[src/rtl/token_bucket_shaper_mc.sv]
`default_nettype none
// ============================================================================
// Module   : token_bucket_shaper_mc
// Purpose  : Multi-channel token-bucket traffic shaper. Each input channel owns
//            a token bucket refilled by a shared timer. A channel's packet is
//            forwarded only when its bucket holds at least the packet length.
//            Eligible channels are round-robin arbitrated onto one registered
//            valid/ready output. Illegal lengths (0 or > CAP) are accepted and
//            discarded, with a one-cycle drop pulse.
// Ports    : clk, rst (async, active-high)
//            in_valid/in_len/in_ready : per-channel packet request/accept
//            out_valid/out_ch/out_len/out_ready : registered egress
//            drop      : per-channel discard pulse (registered)
//            tok_level : per-channel bucket levels (registered)
// Revision : 1.0  initial release
// ============================================================================
module token_bucket_shaper_mc #(
    parameter int NCH      = 4,
    parameter int CAP      = 16,
    parameter int RATE     = 1,
    parameter int PERIOD   = 2,
    parameter int LEN_W    = 8,
    parameter int INIT_TOK = 0,
    localparam int TOK_W   = $clog2(CAP + 1),
    localparam int CH_W    = (NCH > 1) ? $clog2(NCH) : 1
) (
    input  logic                   clk,
    input  logic                   rst,
    input  logic [NCH-1:0]         in_valid,
    input  logic [NCH*LEN_W-1:0]   in_len,
    output logic [NCH-1:0]         in_ready,
    output logic                   out_valid,
    output logic [CH_W-1:0]        out_ch,
    output logic [LEN_W-1:0]       out_len,
    input  logic                   out_ready,
    output logic [NCH-1:0]         drop,
    output logic [NCH*TOK_W-1:0]   tok_level
);

    localparam int c_TMR_W = (PERIOD > 1) ? $clog2(PERIOD) : 1;

    logic [c_TMR_W-1:0] r_timer;
    logic [TOK_W-1:0]   r_tokens [NCH];
    logic [CH_W-1:0]    r_rr;
    logic               r_out_valid;
    logic [CH_W-1:0]    r_out_ch;
    logic [LEN_W-1:0]   r_out_len;
    logic [NCH-1:0]     r_drop;

    logic [LEN_W-1:0]   w_len [NCH];
    logic [TOK_W-1:0]   w_tok_nxt [NCH];
    logic [NCH-1:0]     w_legal;
    logic [NCH-1:0]     w_elig;
    logic               w_refill;
    logic               w_slot_free;
    logic               w_grant_vld;
    logic [CH_W-1:0]    w_grant_ch;
    logic [LEN_W-1:0]   w_grant_len;

    assign w_refill    = (32'(r_timer) == 32'(PERIOD - 1));
    assign w_slot_free = !r_out_valid || out_ready;

    for (genvar gi = 0; gi < NCH; gi++) begin : g_ch
        assign w_len[gi]   = in_len[gi*LEN_W +: LEN_W];
        assign w_legal[gi] = (w_len[gi] != '0) && (32'(w_len[gi]) <= 32'(CAP));
        assign w_elig[gi]  = in_valid[gi] && w_legal[gi] &&
                             (32'(r_tokens[gi]) >= 32'(w_len[gi]));
        // Illegal packets are swallowed regardless of arbitration or stall.
        assign in_ready[gi] = (in_valid[gi] && !w_legal[gi]) ||
                              (w_grant_vld && (w_grant_ch == CH_W'(gi)));
        assign tok_level[gi*TOK_W +: TOK_W] = r_tokens[gi];
    end

    // Round-robin pick: scan offsets from far to near so the last hit wins,
    // leaving the first eligible channel at or after r_rr as the grant.
    always_comb begin
        int               idx;
        logic [CH_W-1:0]  sel;
        w_grant_vld = 1'b0;
        w_grant_ch  = '0;
        idx         = 0;
        sel         = '0;
        if (w_slot_free) begin
            for (int k = NCH - 1; k >= 0; k--) begin
                idx = int'(r_rr) + k;
                if (idx >= NCH) begin
                    idx = idx - NCH;
                end
                sel = CH_W'(idx);
                if (w_elig[sel]) begin
                    w_grant_vld = 1'b1;
                    w_grant_ch  = sel;
                end
            end
        end
    end

    assign w_grant_len = w_len[w_grant_ch];

    // Subtract the granted length before saturating, so a refill landing in
    // the grant cycle is not lost when the bucket was already full.
    always_comb begin
        int lvl;
        lvl = 0;
        for (int i = 0; i < NCH; i++) begin
            lvl = int'(r_tokens[i]);
            if (w_refill) begin
                lvl = lvl + RATE;
            end
            if (w_grant_vld && (int'(w_grant_ch) == i)) begin
                lvl = lvl - int'(w_len[i]);
            end
            if (lvl > CAP) begin
                lvl = CAP;
            end
            w_tok_nxt[i] = TOK_W'(lvl);
        end
    end

    always_ff @(posedge clk or posedge rst) begin
        if (rst) begin
            r_timer     <= '0;
            for (int i = 0; i < NCH; i++) begin
                r_tokens[i] <= TOK_W'(INIT_TOK);
            end
            r_rr        <= '0;
            r_out_valid <= 1'b0;
            r_out_ch    <= '0;
            r_out_len   <= '0;
            r_drop      <= '0;
        end else begin
            r_timer <= w_refill ? '0 : r_timer + 1'b1;
            for (int i = 0; i < NCH; i++) begin
                r_tokens[i] <= w_tok_nxt[i];
            end
            r_drop <= in_valid & ~w_legal;
            if (w_grant_vld) begin
                r_out_valid <= 1'b1;
                r_out_ch    <= w_grant_ch;
                r_out_len   <= w_grant_len;
                r_rr        <= (int'(w_grant_ch) == NCH - 1) ? '0 : w_grant_ch + 1'b1;
            end else if (out_ready) begin
                r_out_valid <= 1'b0;
            end
        end
    end

    assign out_valid = r_out_valid;
    assign out_ch    = r_out_ch;
    assign out_len   = r_out_len;
    assign drop      = r_drop;

endmodule
`default_nettype wire

[config.mk]
export PLATFORM = sky130hd
export DESIGN_NAME = token_bucket_shaper_mc
export DESIGN_NICKNAME = d
export VERILOG_FILES = /design/src/rtl/token_bucket_shaper_mc.sv
export SDC_FILE = /design/constraint.sdc
export NUM_CORES = 1
export LEC_CHECK = 0
export BUFFER_PORTS_ARGS = -buffer_cell sky130_fd_sc_hd__buf_2
export CAP_MARGIN = 10
export CORE_ASPECT_RATIO = 1.1
export CORE_MARGIN = 8
export CORE_UTILIZATION = 46
export DETAILED_ROUTE_END_ITERATION = 10
export PLACE_DENSITY = 0.65
export SKIP_LAST_GASP = 1
export SLEW_MARGIN = 20
export SYNTH_ARGS = -nofsm -noshare
export SYNTH_HDL_FRONTEND = slang
export SYNTH_SLANG_ARGS = --single-unit
[constraint.sdc]
create_clock -name clk -period 4.8 [get_ports clk]
set_clock_uncertainty 0.1 [all_clocks]
set_input_delay 0.72 -clock clk [delete_from_list [all_inputs] [get_ports clk]]
set_output_delay 0.72 -clock clk [all_outputs]
set_load 0.05 [all_outputs]
==> results by group <==
Timing
  • Slew HR: 0.490
  • Period minus WS final: 4260 ps
  • Final TNS setup: 0 ps
  • Hold Violations, Final: 0
  • Final setup viols: 0
  • Slew of the pin with the lowest slew margin: 765 ps
  • Fmax: 0.235 GHz
  • Slew Limit Fails: 0
  • Period utilization: 0.887
  • RSZ-0062 raised after global routing: false

Finish
  • Area Overhead vs Synth: 14.6%
  • Fin nets: 645
  • Post-route insts no fill: 660
  • Ant diodes: 0
  • Layout cells sized above 1: 0.216
  • Finished Core Util: 0.537

Clocking
  • CTS HTree Levels: 2
  • Cts repair resizes: 0
  • Worst-Skew Late Latency: 300 ps
  • Clock Sinks: 38
  • Root Buffer: clkbuf_8
  • Hold_buf cts: 0
  • CTS tree: done
  • Setup Buffers After CTS: 0
  • Cts bufs inserted: 5
  • Clock Path Buffers: 2
  • Clock transition at path regs: 80 ps

Min path
  • Hold Crit Start: out_len[6]
  • Hold endpoint: out_len[6]
  • Hold Path Class: flip-flop to flip-flop
  • Hold path cells: 1

Place
  • RePlAce Congestion: 0.872
  • PortBufs: 77
  • Dpl hpwl: 8.85 mm
  • Placed cells: 653

Route
  • 1st-iter DRT viols: 164
  • Met1 WL: 5.05 mm
  • Vias: 3710
  • DR WL met3: 540 µm
  • Antenna Violating Nets Remaining: 0
  • Routed len/inst: 16.6 µm
  • Met2 WL: 5.15 mm
  • DR pass1 iterations: 4
  • Drt drc: 0
  • Top Layer Used: met4
  • Overall routed net length: 11.0 mm
  • Vias per cell: 5.62

Setup path
  • Depth of the worst register-to-register path: 16
  • CP max FO: 19
  • Critical path class: flip-flop to flip-flop
  • Required time worst endpoint: 4910 ps
  • Reg2Reg Launch Point: r_timer
  • CP Capture Type: flip-flop
  • Startpoint Class: flip-flop
  • Reg-to-reg slack, setup: 540 ps
  • Arrival time worst endpoint: 4370 ps
  • Critical path startpoint: r_timer
  • Reg2reg end: tok_level[2]

Global routing
  • Global-route wire length before repair: 18.0 mm
  • Maximum number of pins on one net before global-route repair: 39
  • GRT Util Overall: 0.179
  • Initial antenna violation count: 0
  • Vias in the first global route: 3733
  • GRT overflow: 0

Yosys
  • Post-Syn Area: 0.00411 mm²
  • Mapped Cells: 464
  • Primary FF master, synth: dfrtp_1
  • Post-synth ARST share: 1.00
  • List of most frequent post-synthesis cells: ha_1, inv_1, dfrtp_1
  • Share of Yosys cell area claimed by the top area cell type: 0.231
  • Cell type with the largest total area after synthesis: dfrtp_1
  • Count leader, synth: ha_1
  • Post-synth EDFFs: 0
  • Yosys cell types: 69
  • Yosys reg bits: 38
  • Syn. warnings: 0
  • Post-synthesis sequential area ratio: 0.231
  • Synth area leaders: dfrtp_1, ha_1, inv_1
  • Synthesized Nets: 563
  • Syn avg cell area: 8.86 µm²

Power
  • Pwr dens: 294 mW/mm²
  • Peak VDD IR: 0.204 mV
  • Pwr Total: 1.38 mW
  • Pleak: 2.51 nW

Floorplanning
  • FP Rows: 36
  • Die Span Y: 115 µm
  • Die area: 0.0122 mm²
  • Die span in x: 106 µm
  • Io pins: 78
  • Core box area: 0.00878 mm²
  • Starting Density: 0.468

Job
  • Max_cap viols: 0

Status
  • Outcome: complete, no violations
## per-layer routing
layer / vias to the layer above / global-route usage
li1: 1839 / -
met1: 1756 / 0.227
met2: 98 / 0.298
met3: 17 / 0.0314
met4: 0 / 0.0667
met5: - / 0
## worst max-delay path: stages (launching register included)
cell and delay [ps]:
dfrtp_1 840, mux2_2 470, ha_1 280, nor2b_1 120, o21ai_0 180, a21boi_0 150
o21ai_0 260, nand2_1 130, a21oi_1 150, nor2_1 50, ha_1 260, nor3_1 220
o311ai_0 200, a21o_1 180, o211ai_1 110, a22oi_1 180, nor3_1 270
## layout by cell type (no fill, tap or decap), drive strengths merged, types with 3 or more instances in the layout
master,n
a21oi,33
nand4,11
nand2b,5
nor3,7
nor3b,5
clkbuf,7
o21ai,10
nor2b,12
or3,3
fa,4
nor4b,4
xor2,15
mux2i,14
a21o,17
nor2,31
a31oi,6
a211oi,7
o211a,5
xnor2,11
ha,56
and2,6
and4,4
and3,4
mux2,8
inv,53
nand3,14
nor4,8
dfrtp,38
nand2,30
o32ai,4
a21boi,4
o21a,3
buf,81
## through the flow
| stage | hold slack, ps | worst slack (ps) | area [µm²] |
|---|---|---|---|
| finish | 382 | 542 | 4710 |
| global route | 423 | 138 | 4710 |
| CTS | 389 | 608 | 4710 |
| detailed placement | 359 | 602 | 4640 |
| global placement | 365 | 698 | 4640 |
| floorplan | 413 | 961 | 4110 |
## power by group
part | switching, mW | internal (mW)
logic | 0.481 | 0.249
registers | 0.0603 | 0.372
clock network | 0.121 | 0.100
## registers in the layout, indices dropped and copies added, names as in the netlist
signal     flops
drop           4
out_ch         2
out_len        8
out_valid      1
r_rr           2
r_timer        1
tok_level     20
## cells by family after synthesis
logic type | count (synthesis) | synth area share
AO/OA/AOI/OAI | 109 | 0.185
XOR/XNOR | 26 | 0.0554
adder cells (fa/ha/maj) | 60 | 0.190
buffers and inverters | 59 | 0.0563
flip-flops | 38 | 0.231
multiplexers | 22 | 0.0660
AND/OR/NAND/NOR | 150 | 0.217
## worst max path at each step
| stage | slack (ps) | end | cells after the start |
|---|---|---|---|
| after floorplan | 960 | in_ready[1] | 12 |
| after global placement | 700 | in_ready[3] | 13 |
| after detailed placement | 600 | in_ready[1] | 14 |
| after CTS | 610 | in_ready[1] | 14 |
| after global routing | 140 | tok_level[2] | 16 |
| final | 540 | tok_level[2] | 16 |
## cell type report
type                    count  area [µm²]
inverters                  53         199
clock buffers               7        76.3
flip-flops and latches     38         951
fillers                   856        4070
well taps                 114         143
repair buffers             81         415
multi-input cells         367        2930
No activity file was read; power rests on OpenSTA's default activity.
